===== config.mk =====
export PLATFORM = sky130hd
export DESIGN_NAME = div_iter
export DESIGN_NICKNAME = d
export VERILOG_FILES = /design/src/rtl/div_iter_pkg.sv /design/src/rtl/div_iter_step.sv /design/src/rtl/div_iter.sv
export SDC_FILE = /design/constraint.sdc
export NUM_CORES = 1
export LEC_CHECK = 0
export ABC_CLOCK_PERIOD_IN_PS = 9400
export BUFFER_PORTS_ARGS = -buffer_cell sky130_fd_sc_hd__buf_4
export CAP_MARGIN = 25
export CORE_UTILIZATION = 45
export DETAILED_ROUTE_END_ITERATION = 6
export GPL_ROUTABILITY_DRIVEN = 0
export MAX_ROUTING_LAYER = met4
export RECOVER_POWER = 50
export SLEW_MARGIN = 15
export SYNTH_ARGS = -nofsm -noshare
export SYNTH_HDL_FRONTEND = slang
export SYNTH_SLANG_ARGS = --single-unit

===== constraint.sdc =====
create_clock -name clk -period 9.4 [get_ports clk]
set_input_delay 0.94 -clock clk [delete_from_list [all_inputs] [get_ports clk]]
set_output_delay 0.94 -clock clk [all_outputs]
set_load 0.01 [all_outputs]

===== src/rtl/div_iter_pkg.sv =====
// Shared definitions for the iterative divider.
//
// Contents:
//   div_state_e            - FSM state encoding (FREE / BYZERO / ON / END)
//   DIV_RESULT_*           - ready_o codes
//   DIV_START / DIV_STOP   - start_i codes driven by EX
//   DIV_SIGNED / DIV_UNSIGNED - signed_div_i codes
//   EXE_DIV_OP / EXE_DIVU_OP  - aluop codes that route to this unit
package div_iter_pkg;

    typedef enum logic [1:0] {
        DIV_FREE   = 2'b00,
        DIV_BYZERO = 2'b01,
        DIV_ON     = 2'b10,
        DIV_END    = 2'b11
    } div_state_e;

    localparam logic DIV_RESULT_READY     = 1'b1;
    localparam logic DIV_RESULT_NOT_READY = 1'b0;

    localparam logic DIV_START = 1'b1;
    localparam logic DIV_STOP  = 1'b0;

    localparam logic DIV_SIGNED   = 1'b1;
    localparam logic DIV_UNSIGNED = 1'b0;

    localparam logic [7:0] EXE_DIV_OP  = 8'b0001_1010;
    localparam logic [7:0] EXE_DIVU_OP = 8'b0001_1011;

endpackage


===== src/rtl/div_iter_step.sv =====
// One radix-2 restoring division step (purely combinational).
//
// Ports:
//   rem_i      [WIDTH:0]   current partial remainder R
//   bit_i                  next dividend bit (MSB first)
//   divisor_i  [WIDTH-1:0] divisor magnitude
//   rem_o      [WIDTH:0]   new partial remainder
//   q_o                    quotient bit produced by this step
module div_step
    import div_iter_pkg::*;
#(
    parameter int WIDTH = 32
) (
    input  logic [WIDTH:0]   rem_i,
    input  logic             bit_i,
    input  logic [WIDTH-1:0] divisor_i,
    output logic [WIDTH:0]   rem_o,
    output logic             q_o
);

    // Shifted remainder carries one extra bit so the comparison never
    // loses the top of R, even though R stays below the divisor in practice.
    logic [WIDTH+1:0] shifted;

    assign shifted = {rem_i, bit_i};

    always_comb begin
        // trial >= 0 is the same as shifted >= divisor
        q_o   = (shifted >= {2'b00, divisor_i});
        rem_o = q_o ? (shifted[WIDTH:0] - {1'b0, divisor_i}) : shifted[WIDTH:0];
    end

endmodule


===== src/rtl/div_iter.sv =====
// Multi-cycle radix-2 restoring divider for DIV / DIVU in the execute stage.
// EX holds start_i until ready_o, then writes result_o into {HI, LO}.
//
// Ports:
//   clk, rst               clock, synchronous active-high reset
//   signed_div_i           1 = signed (DIV), 0 = unsigned (DIVU); sampled at accept
//   opdata1_i [WIDTH-1:0]  dividend; sampled at accept
//   opdata2_i [WIDTH-1:0]  divisor; sampled at accept
//   start_i                request, held until ready_o is seen
//   annul_i                flush: cancels a pending or running division
//   result_o [2*WIDTH-1:0] {remainder, quotient}
//   ready_o                result valid
module div_iter
    import div_iter_pkg::*;
#(
    parameter int WIDTH = 32,
    parameter int CNT_W = $clog2(WIDTH) + 1
) (
    input  logic               clk,
    input  logic               rst,
    input  logic               signed_div_i,
    input  logic [WIDTH-1:0]   opdata1_i,
    input  logic [WIDTH-1:0]   opdata2_i,
    input  logic               start_i,
    input  logic               annul_i,
    output logic [2*WIDTH-1:0] result_o,
    output logic               ready_o
);

    localparam logic [CNT_W-1:0] LAST_CNT = CNT_W'(WIDTH - 1);

    div_state_e         state_q, state_d;
    logic [CNT_W-1:0]   cnt_q, cnt_d;
    logic               ready_q, ready_d;
    logic [2*WIDTH-1:0] result_q, result_d;

    // Dividend register doubles as the quotient register: each step shifts
    // the next dividend bit out of the top and the quotient bit into the bottom.
    logic [WIDTH-1:0]   dvd_q, dvd_d;
    logic [WIDTH-1:0]   dvs_q, dvs_d;
    logic [WIDTH:0]     rem_q, rem_d;
    logic               mode_q, mode_d;
    logic               s1_q, s1_d;
    logic               s2_q, s2_d;

    logic [WIDTH:0]     step_rem;
    logic               step_q;
    logic [WIDTH-1:0]   quot_raw, rem_raw;
    logic [WIDTH-1:0]   quot_fin, rem_fin;

    function automatic logic [WIDTH-1:0] magnitude(input logic [WIDTH-1:0] v,
                                                   input logic is_signed);
        return (is_signed && v[WIDTH-1]) ? -v : v;
    endfunction

    function automatic logic [WIDTH-1:0] cond_negate(input logic [WIDTH-1:0] v,
                                                     input logic neg);
        return neg ? -v : v;
    endfunction

    div_step #(
        .WIDTH(WIDTH)
    ) u_step (
        .rem_i     (rem_q),
        .bit_i     (dvd_q[WIDTH-1]),
        .divisor_i (dvs_q),
        .rem_o     (step_rem),
        .q_o       (step_q)
    );

    // Result of the final step with sign fixup: quotient negative when the
    // operand signs differ, remainder takes the dividend's sign. MIN / -1
    // wraps naturally to MIN.
    always_comb begin
        quot_raw = {dvd_q[WIDTH-2:0], step_q};
        rem_raw  = step_rem[WIDTH-1:0];
        quot_fin = cond_negate(quot_raw, mode_q && (s1_q ^ s2_q));
        rem_fin  = cond_negate(rem_raw, mode_q && s1_q);
    end

    always_comb begin
        state_d  = state_q;
        cnt_d    = cnt_q;
        ready_d  = ready_q;
        result_d = result_q;
        dvd_d    = dvd_q;
        dvs_d    = dvs_q;
        rem_d    = rem_q;
        mode_d   = mode_q;
        s1_d     = s1_q;
        s2_d     = s2_q;

        case (state_q)
            DIV_FREE: begin
                ready_d  = DIV_RESULT_NOT_READY;
                result_d = '0;
                if (start_i == DIV_START && !annul_i) begin
                    if (opdata2_i == '0) begin
                        state_d = DIV_BYZERO;
                    end else begin
                        state_d = DIV_ON;
                        dvd_d   = magnitude(opdata1_i, signed_div_i);
                        dvs_d   = magnitude(opdata2_i, signed_div_i);
                        rem_d   = '0;
                        mode_d  = signed_div_i;
                        s1_d    = opdata1_i[WIDTH-1];
                        s2_d    = opdata2_i[WIDTH-1];
                        cnt_d   = '0;
                    end
                end
            end

            DIV_BYZERO: begin
                state_d  = DIV_END;
                result_d = '0;
                ready_d  = DIV_RESULT_READY;
            end

            DIV_ON: begin
                if (annul_i) begin
                    state_d  = DIV_FREE;
                    ready_d  = DIV_RESULT_NOT_READY;
                    result_d = '0;
                end else begin
                    rem_d = step_rem;
                    dvd_d = quot_raw;
                    cnt_d = cnt_q + CNT_W'(1);
                    if (cnt_q == LAST_CNT) begin
                        result_d = {rem_fin, quot_fin};
                        ready_d  = DIV_RESULT_READY;
                        state_d  = DIV_END;
                    end
                end
            end

            DIV_END: begin
                // EX keeps start_i high while it stalls; release when it lets go.
                if (start_i != DIV_START || annul_i) begin
                    state_d  = DIV_FREE;
                    ready_d  = DIV_RESULT_NOT_READY;
                    result_d = '0;
                end
            end

            default: begin
                state_d  = DIV_FREE;
                ready_d  = DIV_RESULT_NOT_READY;
                result_d = '0;
            end
        endcase
    end

    always_ff @(posedge clk) begin
        if (rst) begin
            state_q  <= DIV_FREE;
            cnt_q    <= '0;
            ready_q  <= DIV_RESULT_NOT_READY;
            result_q <= '0;
        end else begin
            state_q  <= state_d;
            cnt_q    <= cnt_d;
            ready_q  <= ready_d;
            result_q <= result_d;
        end
    end

    // Datapath registers carry no reset; they are always loaded at accept.
    always_ff @(posedge clk) begin
        dvd_q  <= dvd_d;
        dvs_q  <= dvs_d;
        rem_q  <= rem_d;
        mode_q <= mode_d;
        s1_q   <= s1_d;
        s2_q   <= s2_d;
    end

    assign ready_o  = ready_q;
    assign result_o = result_q;

endmodule


==> flow_metrics.tcl, run 1 <==
set metrics [dict create \
    die-area_mm2 0.0265 \
    violations "max-capacitance violations, max-slew violations" \
    crit_fanout 40 \
    clock_path_buffers 2 \
    viasPerCell 5.68 \
    dr.first_iter.drc_count 792 \
    final_cell_area_mm2 0.0131 \
    cts_buffers 17 \
    seq_area_frac_synth_pct 38.3 \
    maxSlewHeadroom_pct -7.59 \
    finalCriticalPeriod_ns 6.70 \
    ys_types 86 \
    h-tree-depth 4 \
    antenna_cells 0 \
    grt_pass1_vias 9532 \
    status "complete, but fails checks" \
    cts_hold_buf 0 \
    synth_area_mm2 0.0117 \
    crit_path_start_kind "flip-flop" \
    synth-seq-cells 173 \
    post_cts_buffers 0 \
    cts-root-buf "clkbuf_16" \
    setup_tns_ns 0 \
    ctsResizeCount 0 \
    worst_setup_path_end_kind "flip-flop" \
    fmax_mhz 149 \
    numClockSinks 173 \
    async_reset_ff_share_pct 0 \
    ys_warn_count 0 \
    slew_violations 31 \
    setup_violations 0 \
    ir_worst_vdd_v 0.000147 \
    rows 58 \
    wl_per_cell_um 17.7 \
    cts_tree "done" \
    grt_max_degree 72 \
    synth_nets 1458 \
    p_leak_nw 4.96 \
    r2r_start "dvd_q[31]" \
    worstSkewPairLatency_ns 0.44 \
    drive_gt1_share_pct 8.94 \
    synth_edf_count 100 \
    core_area_mm2 0.0253 \
    start_util_pct 46.0 \
    drv_cap 1 \
    period_share_pct 71.3 \
    placed_cells 1751 \
    worstRegToRegCells 21 \
    drt_first_pass_iters 5 \
    instances_no_fill 1784 \
    critical_path_arrival_ns 7.00 \
    top_level_ports 134 \
    hold_path_class "flip-flop to flip-flop" \
    dpl.hpwl_um 23700 \
    chipWidth_um 163 \
    rsz0062_at_grt "false" \
    ant_nets 0 \
    path_class "flip-flop to flip-flop" \
    hold_depth 2 \
    r2r_slack_ns 2.70 \
    num_vias 10132 \
    die_h_um 163 \
    wirelength_um 31600 \
    layout.nets 1552 \
    syn_to_final_growth_pct 12.6 \
    clk_pin_slew_ns 0.07 \
    synth_ff_type "edfxtp_1" \
    r2r-end "result_o[60]" \
    final.setup_skew_ns 0.0140 \
    gr-usage-all-layers_pct 24.9 \
    required_ns 9.70 \
    hold_viol 0 \
    min_from "result_o[56]" \
    numPortBuffers 133 \
    avgSynthCellArea_um2 8.65 \
    drc 0 \
    hold_path_end "result_o[56]" \
    grt_pass1_wl_um 50200 \
    grt-ovfl-total 0 \
    placed_area_mm2 0.0128 \
    powerDensity_mw_per_mm2 254 \
    worst_slew_pin_slew_ns 1.61 \
    postSynthCellCount 1347 \
    antenna_found_initial 0 \
]
cell families (layout without fill, tap and decap cells):
logic type / count (synthesis) / in the layout / synth area share, %
DFF: 173 / 173 / 38.3
adders and majority gates: 42 / 42 / 4.57
buffers and inverters: 127 / 234 / 4.55
and+or+nand+nor: 483 / 483 / 19.8
AOI/OAI and AO/OA: 349 / 349 / 19.5
xor gates and xnor gates: 147 / 147 / 11.0
muxes: 26 / 26 / 2.24
cell usage after synthesis, drive strengths merged, types with 30 or more instances:
library cell	instances	share of area, %
nor2	157	5.1
xnor2	80	6.0
a22oi	34	2.2
xor2	67	5.0
clkbuf	48	1.5
inv	61	2.0
ha	41	4.4
edfxtp	100	26
dfxtp	73	13
a21oi	94	4.1
nor3	30	1.3
nand2	153	4.9
o21ai	106	4.6
critical path, cell delays in order (launching register included):
cell,delay [ns]
edfxtp_1,0.40
inv_1,0.07
ha_1,0.14
inv_1,0.05
fa_1,0.40
a21o_1,0.21
a221oi_1,0.71
or4_2,0.26
a21oi_1,0.06
or3_2,0.43
inv_1,1.03
mux2i_1,0.41
ha_1,0.29
nand2_1,0.10
nor2_1,0.12
nand2_1,0.09
or4_4,0.57
a221oi_4,0.42
nand4_2,0.23
o31ai_2,0.31
xor2_1,0.17
o21ai_1,0.07
layer usage:
metal | global-route usage [%] | routed length [um] | up-vias
li1 | - | - | 5012
met1 | 32.2 | 14400 | 4818
met2 | 40.0 | 15000 | 267
met3 | 3.67 | 1560 | 35
met4 | 7.94 | 722 | 0
met5 | - | 0 | -
registers in the layout, indices dropped and copies added (netlist names):
register,flops
cnt_q,6
dvd_q,32
dvs_q,32
mode_q,1
ready_o,1
rem_q,33
result_o,64
s1_q,1
s2_q,1
state_q,2
worst max path at each step:
stage	start	endpoint	slack, ns
6_report	dvd_q[31]	result_o[60]	2.70
3_5_place_dp	dvd_q[31]	result_o[60]	3.77
2_1_floorplan	opdata2_i[0]	cnt_q[4]	3.24
4_1_cts	dvd_q[31]	result_o[60]	3.72
3_3_place_gp	dvd_q[31]	result_o[60]	3.91
5_1_grt	dvd_q[31]	result_o[62]	2.28
cells in the final DEF, fill, tap and decap left out, types with 9 or more instances in the layout:
cell type / instances
a21o_1: 9
a21oi_1: 92
a22oi_1: 34
a31oi_1: 11
and3_1: 11
buf_4: 68
clkbuf_1: 72
clkbuf_16: 19
dfxtp_1: 73
edfxtp_1: 100
ha_1: 40
inv_1: 61
mux2i_1: 25
nand2_1: 153
nand2b_1: 10
nand3_1: 12
nand4_1: 12
nor2_1: 156
nor3_1: 29
nor4_1: 17
o211ai_1: 9
o21ai_0: 90
o21ai_1: 15
o31ai_1: 17
or3_1: 17
or4_1: 9
xnor2_1: 80
xor2_1: 67
per-stage QoR:
step | utilization (%) | hold slack (ns) | worst slack [ns] | total power, mW
floorplan | - | 0.470 | 3.24 | 2.23
global placement | 50.7 | 0.436 | 3.91 | 2.64
detailed placement | 50.7 | 0.445 | 3.77 | 2.65
CTS | 53.0 | 0.454 | 3.72 | 3.37
global route | 51.8 | 0.462 | 2.28 | 3.54
finish | 51.8 | 0.449 | 2.70 | 3.33
where the power goes:
| part | internal, mW | switching [mW] |
|---|---|---|
| Clock | 0.380 | 0.327 |
| Sequential | 0.990 | 0.107 |
| Combinational | 0.537 | 0.992 |
| Total | 1.91 | 1.43 |
final cells by class:
class | instances | area [um^2]
clock buffers | 20 | 483
clock inverters | 12 | 98.8
fillers | 2481 | 12200
inverters | 61 | 229
multi-input cells | 1047 | 6650
flip-flops and latches | 173 | 4460
well taps | 330 | 413
repair buffers | 141 | 786
Note: power is estimated with default switching activity, not from simulation.
==> run 2, diff against run 1 <==
Settings changed: ABC_CLOCK_PERIOD_IN_PS 9400 to 6800.
Clock period 9.4 ns to 6.8 ns, I/O delays scaled along.
==> run 2 against run 1 <==
  * The run still ends with max-capacitance violations, max-slew violations left
  * Critical path depth is 3 lower
  * Largest power group unchanged
  * Critical path type unchanged
  * Non-clock buffer count is 2 higher
  * Fmax is 20% higher
  * Routed wire length is 1.2% lower
  * Clock skew is 0.0055 ns lower
  * Clock-buffer cell count is 2 lower
  * Sequential share of layout area is 0.078 points lower
  * Combinational power is 38% higher
==> flow_metrics.tcl, run 2 (synthesized netlist as in run 1, its figures left out) <==
set metrics [dict create \
    status "complete, but fails checks" \
    violations "max-capacitance violations, max-slew violations" \
    crit_buf_inv 1 \
    fmax_mhz 179 \
    powerDensity_mw_per_mm2 350 \
    ir_worst_vdd_v 0.000179 \
    chipWidth_um 163 \
    die_h_um 163 \
    drv_cap 1 \
    antenna_found_initial 0 \
    ant_nets 0 \
    antenna_cells 0 \
    dp_slack_ns 1.68 \
    ctsResizeCount 0 \
    p_sw_mw 1.97 \
    rsz0062_at_grt "false" \
    worst_slew_pin_slew_ns 2.45 \
    top_level_ports 134 \
    period_share_pct 82.0 \
    drive_gt1_share_pct 8.93 \
    grt-ovfl-total 0 \
    cts-root-buf "clkbuf_16" \
    p_clk_share_pct 21.2 \
    grt_max_degree 67 \
    path_class "flip-flop to flip-flop" \
    crit_path_start_kind "flip-flop" \
    hold_path_class "flip-flop to flip-flop" \
    die-area_mm2 0.0265 \
    setup_violations 0 \
    cts_hold_buf 0 \
    placed_cells 1753 \
    layout.nets 1554 \
    comb_power_share_pct 45.9 \
    largest_register_ffs 64 \
    path_delay_family "simple AND/OR/NAND/NOR gates" \
    multi_input_area_mm2 0.00667 \
    crit_fanout 15 \
    final_common_cell "nor2_1" \
    p_sw_share_pct 42.9 \
    clock_path_buffers 2 \
    cp_slowest_cell "or3_1" \
    r2r_start "rem_q[7]" \
    slew_violations 67 \
    gr-usage-all-layers_pct 24.8 \
    timing.final.ws_setup_ns 1.22 \
    num-fill-cells 2461 \
    clk_pin_slew_ns 0.07 \
    register_area_mm2 0.00446 \
    min_from "result_o[57]" \
    drc 0 \
    syn_to_final_growth_pct 12.9 \
    drt_first_pass_iters 5 \
    dr.first_iter.drc_count 767 \
    worstSkewPairLatency_ns 0.45 \
    pwr-share-seq_pct 33.0 \
    num_vias 10086 \
    grt_pass1_wl_um 50100 \
    final.setup_skew_ns 0.00848 \
    numClockSinks 173 \
    path_cells "ha_1, nand4_1, nor4_1, a31oi_1, o31ai_1, or3_1, inv_1, mux2i_1, ha_1, nand2_1, nor2_1, nand2_1, or4_4, a221oi_4, nand4_2, o31ai_2, xor2_1, o21ai_1" \
    max_stage_delay_ns 0.63 \
    viasPerCell 5.65 \
    holdWs_ns 0.448 \
    final_cell_mix "156 x nor2_1, 153 x nand2_1, 100 x edfxtp_1" \
    p_leak_nw 4.97 \
    finalCriticalPeriod_ns 5.58 \
    start_util_pct 46.0 \
    instances_no_fill 1786 \
    cts_tree "done" \
    wirelength_um 31300 \
    worst_setup_path_end_kind "flip-flop" \
    internal-power_mw 2.63 \
    h-tree-depth 4 \
    startpoint "rem_q[7]" \
    wl_per_cell_um 17.5 \
    numPortBuffers 133 \
    grt_pass1_vias 9542 \
    core_area_mm2 0.0253 \
    maxSlewHeadroom_pct -63.6 \
    rows 58 \
    dpl.hpwl_um 23700 \
    required_ns 7.11 \
    setup_tns_ns 0 \
    critical_path_arrival_ns 5.89 \
    cts_buffers 17 \
    hold_viol 0 \
    post_cts_buffers 0 \
]
==> run 2: cell types whose count changed in the layout (fill, tap and decap cells not counted), moves of 2 or more <==
cell / before / now
inv_8: 2 / 5
and2_1: 8 / 6
clkbuf_1: 72 / 74
and2_0: 7 / 9
==> run 2: worst register-to-register path, cell delays in order (launching register included) <==
cell	delay, ns
edfxtp_1	0.45
ha_1	0.51
nand4_1	0.26
nor4_1	0.59
a31oi_1	0.17
o31ai_1	0.13
or3_1	0.63
inv_1	0.15
mux2i_1	0.28
ha_1	0.25
nand2_1	0.08
nor2_1	0.11
nand2_1	0.09
or4_4	0.58
a221oi_4	0.40
nand4_2	0.22
o31ai_2	0.30
xor2_1	0.17
o21ai_1	0.07
==> run 2: through the flow <==
step           power, mW  utilization [%]  cell area (um^2)
2_1_floorplan       3.08                -             11700
3_3_place_gp        3.63             50.7             12800
3_5_place_dp        3.67             50.9             12900
4_1_cts             4.66             53.2             13500
5_1_grt             4.91             52.0             13200
6_report            4.60             52.0             13200
==> run 2: final cells by class <==
type                            instances  share of cell area, %
Multi-Input combinational cell       1047                   50.7
Sequential cell                       173                   33.9
Clock buffer                           18                   3.42
Clock inverter                         14                  0.932
Tap cell                              330                   3.14
Inverter                               61                   1.74
Timing Repair Buffer                  143                   6.18
==> run 2: final timing paths <==
| kind | to | slack (ns) | cells past startpoint |
|---|---|---|---|
| setup reg to reg | result_o[60] | 1.22 | 18 |
| setup / recovery | result_o[60] | 1.22 | 18 |
| hold / removal | result_o[57] | 0.45 | 2 |
| hold reg to reg | result_o[57] | 0.45 | 2 |
==> run 2: routing by layer <==
metal	global-route usage [%]	share of wire, %	up-vias
li1	-	-	5014
met1	33.0	46	4771
met2	38.7	46	262
met3	3.69	5.1	39
met4	7.86	2.5	0
met5	-	0	-
==> run 2: power by group through the flow <==
stage | clock (mW) | sequential [mW] | combinational (mW)
3_5_place_dp | 0 | 1.54 | 2.13
5_1_grt | 1.03 | 1.54 | 2.35
2_1_floorplan | 0 | 1.52 | 1.57
3_3_place_gp | 0 | 1.54 | 2.10
4_1_cts | 0.994 | 1.52 | 2.15
6_report | 0.975 | 1.52 | 2.11
